## src/rtl/reset_sequencer_if.sv

```systemverilog
// Status and control bundle between the reset sequencer and its environment.
// The sequencer takes the slave side; whatever drives PLL status and soft requests takes the master side.
interface reset_sequencer_if #(
    parameter int NUM_STAGES = 3,
    parameter int CNT_W      = 8
);
    logic                  pll_locked;
    logic                  soft_req;
    logic [NUM_STAGES-1:0] rst_out;
    logic                  ready;
    logic [1:0]            state;
    logic [CNT_W-1:0]      reset_count;

    modport master (
        output pll_locked, soft_req,
        input  rst_out, ready, state, reset_count
    );

    modport slave (
        input  pll_locked, soft_req,
        output rst_out, ready, state, reset_count
    );
endinterface

```

## src/rtl/reset_sequencer.sv

```systemverilog
// Power-on / soft-reset sequencer: qualifies PLL lock, holds every domain in reset for a delay,
// then releases the stages one after another and counts how often the RUN state is left.
module reset_sequencer #(
    parameter int NUM_STAGES  = 3,
    parameter int LOCK_CYCLES = 16,
    parameter int DELAY       = 20'hFFFFF,
    parameter int STAGE_GAP   = 16,
    parameter int CNT_W       = 8
) (
    input  logic               clk_sys,
    input  logic               RESET_N,
    reset_sequencer_if.slave   seq
);
    localparam int LOCK_W  = $clog2(LOCK_CYCLES + 1);
    localparam int DELAY_W = $clog2(DELAY + 1);
    localparam int GAP_W   = $clog2(STAGE_GAP + 1);
    localparam int IDX_W   = $clog2(NUM_STAGES + 1);

    localparam logic [LOCK_W-1:0]  LOCK_LAST  = LOCK_W'(LOCK_CYCLES - 1);
    localparam logic [DELAY_W-1:0] DELAY_LAST = DELAY_W'(DELAY - 1);
    localparam logic [GAP_W-1:0]   GAP_LAST   = GAP_W'(STAGE_GAP - 1);
    localparam logic [IDX_W-1:0]   IDX_DONE   = IDX_W'(NUM_STAGES);

    typedef enum logic [1:0] {
        WAIT_LOCK = 2'd0,
        HOLD      = 2'd1,
        RELEASE   = 2'd2,
        RUN       = 2'd3
    } state_t;

    state_t                state_q, state_d;
    logic [LOCK_W-1:0]     lock_cnt, lock_d;
    logic [DELAY_W-1:0]    delay_cnt, delay_d;
    logic [GAP_W-1:0]      gap_cnt, gap_d;
    logic [IDX_W-1:0]      stage_idx, idx_d;
    logic [NUM_STAGES-1:0] rst_q, rst_d;
    logic                  ready_q, ready_d;
    logic [CNT_W-1:0]      count_q, count_d;

    always_ff @(posedge clk_sys) begin
        if (!RESET_N) begin
            state_q   <= WAIT_LOCK;
            lock_cnt  <= '0;
            delay_cnt <= '0;
            gap_cnt   <= '0;
            stage_idx <= '0;
            rst_q     <= '1;
            ready_q   <= 1'b0;
            count_q   <= '0;
        end else begin
            state_q   <= state_d;
            lock_cnt  <= lock_d;
            delay_cnt <= delay_d;
            gap_cnt   <= gap_d;
            stage_idx <= idx_d;
            rst_q     <= rst_d;
            ready_q   <= ready_d;
            count_q   <= count_d;
        end
    end

    always_comb begin
        state_d = state_q;
        lock_d  = lock_cnt;
        delay_d = delay_cnt;
        gap_d   = gap_cnt;
        idx_d   = stage_idx;
        rst_d   = rst_q;
        ready_d = ready_q;
        count_d = count_q;

        if (state_q == WAIT_LOCK) begin
            rst_d   = '1;
            ready_d = 1'b0;
            if (!seq.pll_locked) begin
                lock_d = '0;
            end else if (lock_cnt == LOCK_LAST) begin
                state_d = HOLD;
                lock_d  = '0;
                delay_d = '0;
            end else begin
                lock_d = lock_cnt + 1'b1;
            end
        end else if (!seq.pll_locked) begin
            // Lock loss outranks a coincident soft request and forces re-qualification.
            state_d = WAIT_LOCK;
            lock_d  = '0;
            rst_d   = '1;
            ready_d = 1'b0;
            if (state_q == RUN && count_q != '1) count_d = count_q + 1'b1;
        end else if (seq.soft_req) begin
            state_d = HOLD;
            delay_d = '0;
            rst_d   = '1;
            ready_d = 1'b0;
            if (state_q == RUN && count_q != '1) count_d = count_q + 1'b1;
        end else begin
            case (state_q)
                HOLD: begin
                    if (delay_cnt == DELAY_LAST) begin
                        state_d  = RELEASE;
                        rst_d[0] = 1'b0;
                        gap_d    = '0;
                        idx_d    = IDX_W'(1);
                    end else begin
                        delay_d = delay_cnt + 1'b1;
                    end
                end
                RELEASE: begin
                    if (gap_cnt == GAP_LAST) begin
                        gap_d = '0;
                        if (stage_idx == IDX_DONE) begin
                            state_d = RUN;
                            ready_d = 1'b1;
                        end else begin
                            for (int k = 0; k < NUM_STAGES; k++) begin
                                if (IDX_W'(k) == stage_idx) rst_d[k] = 1'b0;
                            end
                            idx_d = stage_idx + 1'b1;
                        end
                    end else begin
                        gap_d = gap_cnt + 1'b1;
                    end
                end
                default: begin
                end
            endcase
        end
    end

    assign seq.rst_out     = rst_q;
    assign seq.ready       = ready_q;
    assign seq.state       = state_q;
    assign seq.reset_count = count_q;
endmodule

```

## src/flat_wrapper.sv

```systemverilog
// flat-port wrapper written by rule: the top's interface ports become plain ports
module reset_sequencer_flat 
#(
    parameter int NUM_STAGES  = 3,
    parameter int LOCK_CYCLES = 16,
    parameter int DELAY       = 20'hFFFFF,
    parameter int STAGE_GAP   = 16,
    parameter int CNT_W       = 8
)
  (clk_sys, RESET_N, seq_pll_locked, seq_soft_req, seq_rst_out, seq_ready, seq_state, seq_reset_count);
  reset_sequencer_if #(.NUM_STAGES(NUM_STAGES), .CNT_W(CNT_W)) seq_i ();
  input  logic clk_sys;
  input  logic RESET_N;
  input wire logic [$bits(seq_i.pll_locked)-1:0] seq_pll_locked;
  input wire logic [$bits(seq_i.soft_req)-1:0] seq_soft_req;
  output wire logic [$bits(seq_i.rst_out)-1:0] seq_rst_out;
  output wire logic [$bits(seq_i.ready)-1:0] seq_ready;
  output wire logic [$bits(seq_i.state)-1:0] seq_state;
  output wire logic [$bits(seq_i.reset_count)-1:0] seq_reset_count;
  assign seq_i.pll_locked = seq_pll_locked;
  assign seq_i.soft_req = seq_soft_req;
  assign seq_rst_out = seq_i.rst_out;
  assign seq_ready = seq_i.ready;
  assign seq_state = seq_i.state;
  assign seq_reset_count = seq_i.reset_count;
  reset_sequencer #(.NUM_STAGES(NUM_STAGES), .LOCK_CYCLES(LOCK_CYCLES), .DELAY(DELAY), .STAGE_GAP(STAGE_GAP), .CNT_W(CNT_W)) u_core (.clk_sys(clk_sys), .RESET_N(RESET_N), .seq(seq_i));
endmodule
```

## config.mk

```make
export PLATFORM = sky130hd
export DESIGN_NAME = reset_sequencer_flat
export DESIGN_NICKNAME = d
export VERILOG_FILES = /design/src/rtl/reset_sequencer_if.sv /design/src/rtl/reset_sequencer.sv /design/src/flat_wrapper.sv
export SDC_FILE = /design/constraint.sdc
export NUM_CORES = 1
export LEC_CHECK = 0
export ABC_CLOCK_PERIOD_IN_PS = 6350
export CAP_MARGIN = 20
export CORE_MARGIN = 1.5
export CORE_UTILIZATION = 40
export DETAILED_ROUTE_END_ITERATION = 10
export GPL_ROUTABILITY_DRIVEN = 0
export SLEW_MARGIN = 20
export SYNTH_ARGS = -nofsm -noshare
export SYNTH_HDL_FRONTEND = slang
export SYNTH_SLANG_ARGS = --single-unit
```

## constraint.sdc

```tcl
create_clock -name clk_sys -period 6.35 [get_ports clk_sys]
set_input_delay 1.5875 -clock clk_sys [delete_from_list [all_inputs] [get_ports clk_sys]]
set_output_delay 1.5875 -clock clk_sys [all_outputs]
set_load 0.02 [all_outputs]
```

==> key figures, run 1 <==
Run status
  • Status: completed

Setup path
  • Crit path buf inv count: 1
  • Worst reg-to-reg setup slack: 3.66 ns
  • WP data required: 6.57 ns
  • Worst-path maximum fanout: 17
  • Slowest cell delay on critical path: 0.89 ns
  • Crit path from: seq_soft_req
  • CP cell instances: clkdlybuf4s50_1 -> or2_1 -> o31ai_2 -> o21ai_0 -> a21oi_1
  • Reg2reg end: u_core.delay_cnt[12]
  • Worst Setup End Kind: flip-flop
  • Worst setup SP type: input port
  • Launching point of the worst reg2reg path: u_core.seq.state[0]
  • Slowest cell on the critical path: o31ai_2
  • Largest delay share family, worst path: compound AO/OA/AOI/OAI gates
  • Data arrival time of the worst path: 3.76 ns
  • Setup Crit Path Kind: input port to flip-flop
  • FF-to-FF path depth: 6

Place
  • Placed Area: 2700 um^2
  • DP Worst Slack: 2.53 ns
  • PortBufs: 17
  • Hpwl dp: 3910 um

Clocking
  • H-tree depth: 2
  • Post-CTS resize count: 0
  • Post-CTS Hold Fix Bufs: 0
  • Clock Latency Late Sink: 0.29 ns
  • Clk buf depth: 2
  • Setup bufs post-CTS: 0
  • Clk sinks: 46
  • CTS root buf: clkbuf_8
  • CTS clk-pin slew, worst paths: 0.09 ns
  • CTS tree: yes
  • CTS Buf Count: 5

Timing
  • Period minus WS final: 3.54 ns
  • Hold Fails Final Rpt: 0
  • Slew Viols, Final: 0
  • Fmax: 283 MHz
  • Final setup viols: 0
  • Total Neg Setup Slack: 0 ns
  • Final Skew: 0.00456 ns
  • RSZ-0062 raised after global routing: no
  • Fin worst setup slack: 2.81 ns
  • Worst slew pin tran: 0.995 ns
  • Slew margin rel.: 33.3%
  • Final Cycle Share: 55.7%

Die
  • Total core area: 5960 um^2
  • Initial core utilization: 41.9%
  • Die footprint: 6720 um^2
  • I/O pins: 18
  • Die Y: 82.0 um
  • FP Rows: 28
  • Die Wd: 82.0 um

Route
  • DRC: 0
  • First drt pass iteration count: 4
  • Vias per cell: 5.71
  • DRT iter0 DRCs: 87
  • Routed WL: 5500 um
  • DR vias: 2227
  • Final antenna-violating net count: 0
  • Wire per inst: 14.1 um

Yosys
  • Yosys warns: 0
  • Synthesized instance count: 302
  • Dominant synthesized flop cell: dfxtp_1
  • Mapped Nets: 319
  • Syn avg cell area: 8.27 um^2
  • Ys async rst share: 0%
  • Synth unique cells: 50
  • EDFF count, synth: 0
  • Yosys reg bits: 46
  • Mapped cell area: 2500 um^2
  • Post-synthesis sequential area ratio: 36.9%

Power
  • Maximum VDD drop: 0.115 mV
  • Power, Total: 0.000490 W
  • Power Density: 176 nW/um^2
  • P_leak: 0.981 nW

Global routing
  • Initial antenna violation count: 0
  • First-pass GRT wire length: 9360 um
  • Largest net degree at the start of global routing: 20
  • GRT Util Overall: 18.0%
  • Vias in the first global route: 2038
  • Grt total ovfl: 0

Final layout
  • Final Cell Area: 2790 um^2
  • Share of cells above drive strength 1: 4.76%
  • Antenna diodes: 0
  • Final #Nets: 331
  • P&R area growth vs syn: 11.7%

Worst hold path
  • Worst hold stages: 2
  • Hold Crit Class: flip-flop to flip-flop
  • Hold path start: u_core.lock_cnt[4]
  • Hold EP: u_core.lock_cnt[4]

Flow run
  • Max cap viols: 0
## report_power, final
part	leakage, nW	internal, W	switching, W
clock	0.0482	0.0000880	0.0000965
sequential	0.371	0.000289	0.00000154
combinational	0.562	0.00000483	0.00000946
total	0.981	0.000382	0.000108
## tightest hold or removal path, delay by kind of cell (launching register included)
kind             cells  cell delay (ns)
AO/OA/AOI/OAI        1             0.04
flip-flops           1             0.32
AND/OR/NAND/NOR      1             0.06
## cell usage after synthesis, types with 3 or more instances
cell / n / area [um^2]
dfxtp_1: 46 / 921
a21oi_1: 29 / 145
nand2_1: 29 / 109
nor2_1: 20 / 75.1
nand3_1: 18 / 90.1
o21ai_0: 18 / 90.1
inv_1: 15 / 56.3
ha_1: 13 / 163
or3_1: 10 / 62.6
nand4_1: 9 / 56.3
nor3_1: 9 / 45.0
or4_1: 8 / 60.1
and3_1: 6 / 37.5
clkbuf_1: 6 / 22.5
o31ai_1: 6 / 45.0
xnor2_1: 5 / 43.8
a41oi_1: 4 / 35.0
a21o_1: 3 / 22.5
a31oi_1: 3 / 18.8
and4_1: 3 / 26.3
buf_2: 3 / 15.0
xor2_1: 3 / 26.3
## registers in the layout, indices dropped and copies added, names as in the netlist
register and flops:
u_core.stage_idx 2, u_core.seq.rst_out 3, u_core.gap_cnt 5, u_core.seq.state 2, u_core.lock_cnt 5, u_core.seq.ready 1
u_core.seq.reset_count 8, u_core.delay_cnt 20
## through the flow
stage / util [%] / hold slack (ns) / std cells
3_3_place_gp: 45.3 / 0.435 / 382
3_5_place_dp: 45.3 / 0.440 / 382
4_1_cts: 46.8 / 0.461 / 390
6_report: 46.8 / 0.454 / 390
2_1_floorplan: - / 0.428 / 302
5_1_grt: 46.8 / 0.498 / 390
## per-layer routing
| layer | part of all wire (%) | track usage [%] | vias to the layer above |
|---|---|---|---|
| met5 | 0 | 0 | - |
| met4 | 0.65 | 5.08 | 0 |
| met3 | 3.0 | 3.78 | 2 |
| met2 | 46 | 29.6 | 29 |
| met1 | 50 | 23.6 | 1063 |
| li1 | - | - | 1133 |
## layout by cell type (no fill, tap or decap), types with 3 or more instances in the layout
cell type        Yosys  layout
dfxtp_1             46      46
nand2_1             29      29
a21oi_1             29      29
nor2_1              20      20
nand3_1             18      18
o21ai_0             18      18
clkdlybuf4s50_1      0      17
inv_1               15      15
ha_1                13      13
or3_1               10      10
nand4_1              9       9
nor3_1               9       9
or4_1                8       8
and3_1               6       6
o31ai_1              6       6
clkbuf_8             0       6
xnor2_1              5       5
a41oi_1              4       4
and4_1               3       3
xor2_1               3       3
a31oi_1              3       3
a21o_1               3       3
## cell families (layout without fill, tap and decap cells)
logic type,Yosys count,after routing,share of synthesized area [%]
simple gates,125,125,27.7
compound gates,80,80,20.4
flops,46,46,36.9
buf+inv,28,41,4.96
fa+ha+maj,13,13,6.52
xor+xnor,8,8,2.81
mux,2,2,0.802
## layout make-up
type                       instances  area, um^2
tap                               75        93.8
clock inverter                     1        5.00
fill                             620        3170
sequential                        46         921
timing repair buffer              17         170
multi-input combinational        228        1450
clock buffer                       7        86.3
inverter                          16        60.1
## worst max-delay path by stage
| stage | cells past startpoint | endpoint | slack (ns) |
|---|---|---|---|
| 2_1_floorplan | 6 | u_core.gap_cnt[3] | 3.36 |
| 3_3_place_gp | 6 | u_core.gap_cnt[3] | 2.59 |
| 3_5_place_dp | 6 | u_core.gap_cnt[3] | 2.53 |
| 4_1_cts | 5 | u_core.delay_cnt[12] | 2.84 |
| 5_1_grt | 6 | u_core.gap_cnt[3] | 2.67 |
| 6_report | 5 | u_core.delay_cnt[12] | 2.81 |
No activity file was read; power rests on OpenSTA's default activity.
==> run 2, diff against run 1 <==
--- a/config.mk
+++ b/config.mk
@@ -5,7 +5,7 @@
 export SDC_FILE = /design/constraint.sdc
 export NUM_CORES = 1
 export LEC_CHECK = 0
-export ABC_CLOCK_PERIOD_IN_PS = 6350
+export ABC_CLOCK_PERIOD_IN_PS = 3650
 export CAP_MARGIN = 20
 export CORE_MARGIN = 1.5
 export CORE_UTILIZATION = 40
==> constraint.sdc (replaced) <==
create_clock -name clk_sys -period 3.65 [get_ports clk_sys]
set_input_delay 0.9125 -clock clk_sys [delete_from_list [all_inputs] [get_ports clk_sys]]
set_output_delay 0.9125 -clock clk_sys [all_outputs]
set_load 0.02 [all_outputs]
==> run 2 against run 1 <==
Against the previous run: flip-flop and latch count is the same; cell count up 0.77%; first-iteration DRC count rose by 38%; final area is 0.85% higher; hold slack better by 0.0022 ns; sequential power up 74%; critical path depth rose by 1; via count did not move; routed wire length fell by 0.71%; total power is 75% higher; clock power rose by 74%.
==> key figures, run 2 (synthesized netlist as in run 1, its figures left out) <==
Route
  • First drt pass iteration count: 4
  • DR vias: 2227
  • DRC: 0
  • Final antenna-violating net count: 0
  • Vias per cell: 5.67
  • Routed WL: 5470 um
  • Wire per inst: 13.9 um
  • DRT iter0 DRCs: 120

Die
  • Die Y: 82.0 um
  • Die Wd: 82.0 um
  • Total core area: 5960 um^2
  • Initial core utilization: 41.9%
  • Die footprint: 6720 um^2
  • FP Rows: 28
  • I/O pins: 18

Timing
  • Fin Hold WS: 0.456 ns
  • RSZ-0062 raised after global routing: no
  • Final setup viols: 0
  • Hold Fails Final Rpt: 0
  • Worst slew pin tran: 0.797 ns
  • Fmax: 361 MHz
  • Slew Viols, Final: 0
  • Final Skew: 0.0156 ns
  • Final Cycle Share: 75.8%
  • Fin worst setup slack: 0.882 ns
  • Period minus WS final: 2.77 ns
  • Total Neg Setup Slack: 0 ns
  • Slew margin rel.: 46.8%

Clocking
  • Clock Latency Late Sink: 0.31 ns
  • CTS tree: yes
  • CTS Buf Count: 5
  • Post-CTS resize count: 0
  • H-tree depth: 2
  • Post-CTS Hold Fix Bufs: 0
  • Clk sinks: 46
  • Clk buf depth: 2
  • CTS clk-pin slew, worst paths: 0.09 ns
  • Setup bufs post-CTS: 0
  • CTS root buf: clkbuf_8

Final layout
  • Max reg flops: 20
  • Layout Utilization: 47.2%
  • Final Cell Area: 2810 um^2
  • Commonest cells after routing, fill and taps aside: 46 x dfxtp_1, 29 x nand2_1, 29 x a21oi_1, 20 x nor2_1
  • Commonest non-fill, non-tap cell in the layout: dfxtp_1
  • Final #Nets: 334
  • P&R area growth vs syn: 12.6%
  • Top reg by flops: u_core.delay_cnt
  • Share of cells above drive strength 1: 5.97%
  • Antenna diodes: 0

Setup path
  • Worst reg-to-reg setup slack: 1.15 ns
  • FF-to-FF path depth: 8
  • Worst-path maximum fanout: 9
  • Worst Setup End Kind: flip-flop
  • Worst setup SP type: input port
  • WP data required: 3.89 ns
  • Data arrival time of the worst path: 3.01 ns
  • Setup Crit Path Kind: input port to flip-flop

Place
  • PortBufs: 17
  • Hpwl dp: 3970 um
  • DP Worst Slack: 0.606 ns
  • Placed Area: 2720 um^2

Worst hold path
  • Hold Crit Class: flip-flop to flip-flop
  • Worst hold stages: 1

Global routing
  • First-pass GRT wire length: 9610 um
  • Largest net degree at the start of global routing: 20
  • GRT Util Overall: 18.3%
  • Vias in the first global route: 2075
  • Grt total ovfl: 0
  • Initial antenna violation count: 0

Flow run
  • Max cap viols: 0

Power
  • Power Density: 304 nW/um^2
  • Maximum VDD drop: 0.155 mV
  • P_leak: 0.988 nW

Run status
  • Status: completed
run 2: final timing paths:
path / to / from
hold / removal: u_core.seq.rst_out[0] / u_core.seq.rst_out[0]
setup reg to reg: u_core.delay_cnt[16] / u_core.seq.state[0]
setup / recovery: u_core.gap_cnt[3] / seq_pll_locked
hold reg to reg: u_core.seq.rst_out[0] / u_core.seq.rst_out[0]
run 2: routing by layer:
metal / global-route usage, % / vias to the layer above / share of wire (%)
met5: 0 / - / 0
met2: 30.5 / 27 / 46
li1: - / 1145 / -
met4: 6.10 / 0 / 1.5
met3: 3.44 / 6 / 2.7
met1: 23.7 / 1049 / 50
run 2: layout make-up:
class,count,area [um^2]
timing repair buffer,20,193
clock inverter,3,23.8
sequential,46,921
inverter,16,60.1
tap,75,93.8
fill,614,3140
clock buffer,5,68.8
multi-input combinational,228,1450
run 2: critical path, stage by stage:
cell,delay [ns]
clkdlybuf4s50_1,0.63
nor3b_2,0.42
nand4_1,0.18
o21a_1,0.25
or4_1,0.47
a21oi_1,0.15
run 2: metrics by stage:
step	power (W)	instances
after floorplan	0.000535	302
after global placement	0.000545	385
after detailed placement	0.000545	385
after CTS	0.000872	393
after global routing	0.000895	393
final	0.000856	393
run 2: power by group:
group	internal (W)	total, W	switching [W]
clock	0.000137	0.000322	0.000185
combinational	0.00000990	0.0000269	0.0000170
sequential	0.000504	0.000507	0.00000281
==> run 3, diff against run 2 <==
--- a/config.mk
+++ b/config.mk
@@ -5,7 +5,7 @@
 export SDC_FILE = /design/constraint.sdc
 export NUM_CORES = 1
 export LEC_CHECK = 0
-export ABC_CLOCK_PERIOD_IN_PS = 3650
+export ABC_CLOCK_PERIOD_IN_PS = 2250
 export CAP_MARGIN = 20
 export CORE_MARGIN = 1.5
 export CORE_UTILIZATION = 40
==> constraint.sdc (replaced) <==
create_clock -name clk_sys -period 2.25 [get_ports clk_sys]
set_input_delay 0.5625 -clock clk_sys [delete_from_list [all_inputs] [get_ports clk_sys]]
set_output_delay 0.5625 -clock clk_sys [all_outputs]
set_load 0.02 [all_outputs]
==> run 3 against run 2 <==
Against the previous run: register-to-register slack got worse by 0.97 ns; final area up 7.9%; setup slack got worse by 0.71 ns; clock power rose by 62%; critical path depth stayed put; routed wire length rose by 6.3%; total power grew 63%; cell count grew 6.9%; hold slack got worse by 0.0042 ns; sequential share of layout area is 2.4 points lower; die area stayed put; non-clock buffer count up 27; largest power group unchanged.
==> key figures, run 3 (synthesized netlist as in run 1, its figures left out) <==
Setup path
  • WP data required: 2.49 ns
  • Setup Crit Path Kind: input port to flip-flop
  • Worst Setup End Kind: flip-flop
  • Data arrival time of the worst path: 2.32 ns
  • Worst-path maximum fanout: 5
  • Worst setup SP type: input port

Timing
  • Worst slew pin tran: 0.641 ns
  • Final Cycle Share: 92.2%
  • Fmax: 482 MHz
  • RSZ-0062 raised after global routing: no
  • Final Skew: 0.00693 ns
  • Final setup viols: 0
  • Slew Viols, Final: 0
  • Slew margin rel.: 57.2%
  • Total Neg Setup Slack: 0 ns
  • Hold Fails Final Rpt: 0
  • Period minus WS final: 2.07 ns

Final layout
  • Commonest non-fill, non-tap cell in the layout: dfxtp_1
  • Layout Utilization: 50.9%
  • Commonest cells after routing, fill and taps aside: 46 x dfxtp_1, 29 x nand2_1, 29 x a21oi_1, 29 x buf_4, 20 x nor2_1
  • Max reg flops: 20
  • Share of cells above drive strength 1: 13.3%
  • P&R area growth vs syn: 21.5%
  • Antenna diodes: 0
  • Top reg by flops: u_core.delay_cnt
  • Final #Nets: 361

Clocking
  • Post-CTS Hold Fix Bufs: 0
  • Clk buf depth: 2
  • CTS Buf Count: 5
  • H-tree depth: 2
  • Clk sinks: 46
  • CTS root buf: clkbuf_8
  • Post-CTS resize count: 0
  • CTS clk-pin slew, worst paths: 0.09 ns
  • Setup bufs post-CTS: 0
  • Clock Latency Late Sink: 0.31 ns
  • CTS tree: yes

Route
  • DR vias: 2317
  • Final antenna-violating net count: 0
  • First drt pass iteration count: 4
  • Vias per cell: 5.52
  • Wire per inst: 13.8 um
  • DRC: 0
  • DRT iter0 DRCs: 115
  • Routed WL: 5810 um

Die
  • Die Wd: 82.0 um
  • Initial core utilization: 41.9%
  • Total core area: 5960 um^2
  • FP Rows: 28
  • I/O pins: 18
  • Die footprint: 6720 um^2
  • Die Y: 82.0 um

Global routing
  • Initial antenna violation count: 0
  • GR met2 Demand/Resource: 31.1%
  • Largest net degree at the start of global routing: 18
  • First-pass GRT wire length: 9790 um
  • Met3 track demand over resource: 3.67%
  • M1 GR Usage: 24.9%
  • GR peak layer: met2
  • Vias in the first global route: 2127
  • GRT Util Overall: 18.9%
  • Grt total ovfl: 0

Power
  • Maximum VDD drop: 0.245 mV
  • Power Density: 461 nW/um^2
  • P_leak: 1.14 nW

Worst hold path
  • Hold Crit Class: flip-flop to flip-flop

Run status
  • Status: completed

Flow run
  • Max cap viols: 0

Place
  • PortBufs: 17
  • Hpwl dp: 4320 um
## run 3: layout make-up
cell class	instances	area, um^2
tap	75	93.8
fill	602	2920
timing repair buffer	47	410
clock buffer	5	68.8
sequential	46	921
inverter	16	60.1
multi-input combinational	228	1460
clock inverter	3	21.3
## run 3: final timing paths
check / start / end / slack, ns / depth (start not counted)
worst max register to register: u_core.seq.state[0] / u_core.delay_cnt[16] / 0.18 / 8
worst max-delay path: seq_pll_locked / u_core.gap_cnt[3] / 0.18 / 6
worst min register to register: u_core.lock_cnt[4] / u_core.lock_cnt[4] / 0.45 / 2
worst min-delay path: u_core.lock_cnt[4] / u_core.lock_cnt[4] / 0.45 / 2
## run 3: layer usage
| layer | part of all wire (%) | wire length, um | vias up |
|---|---|---|---|
| li1 | - | - | 1180 |
| met1 | 50 | 2920 | 1107 |
| met2 | 45 | 2640 | 23 |
| met3 | 2.8 | 162 | 7 |
| met4 | 1.3 | 78 | 0 |
| met5 | 0 | 0 | - |
## run 3: where the power goes
part	switching, W	leakage [nW]	internal, W
combinational	0.0000308	0.727	0.0000243
clock	0.000304	0.0441	0.000219
sequential	0.00000421	0.371	0.000817
## run 3: worst max-delay path: stages
cell and delay [ns]:
clkdlybuf4s50_1 0.52, nor3b_4 0.24, nand4_1 0.14, o21a_1 0.23, or4_1 0.47, a21oi_1 0.14
## run 3: stage by stage
stage	area, um^2	setup slack, ns	std cells	total power (W)	hold WS (ns)
floorplan	2500	0.0472	302	0.000868	0.428
global placement	2930	-0.239	412	0.000894	0.434
detailed placement	2930	-0.238	412	0.000894	0.443
CTS	3020	0.0876	420	0.00142	0.459
global route	3030	0.00499	420	0.00146	0.475
finish	3030	0.176	420	0.00140	0.452
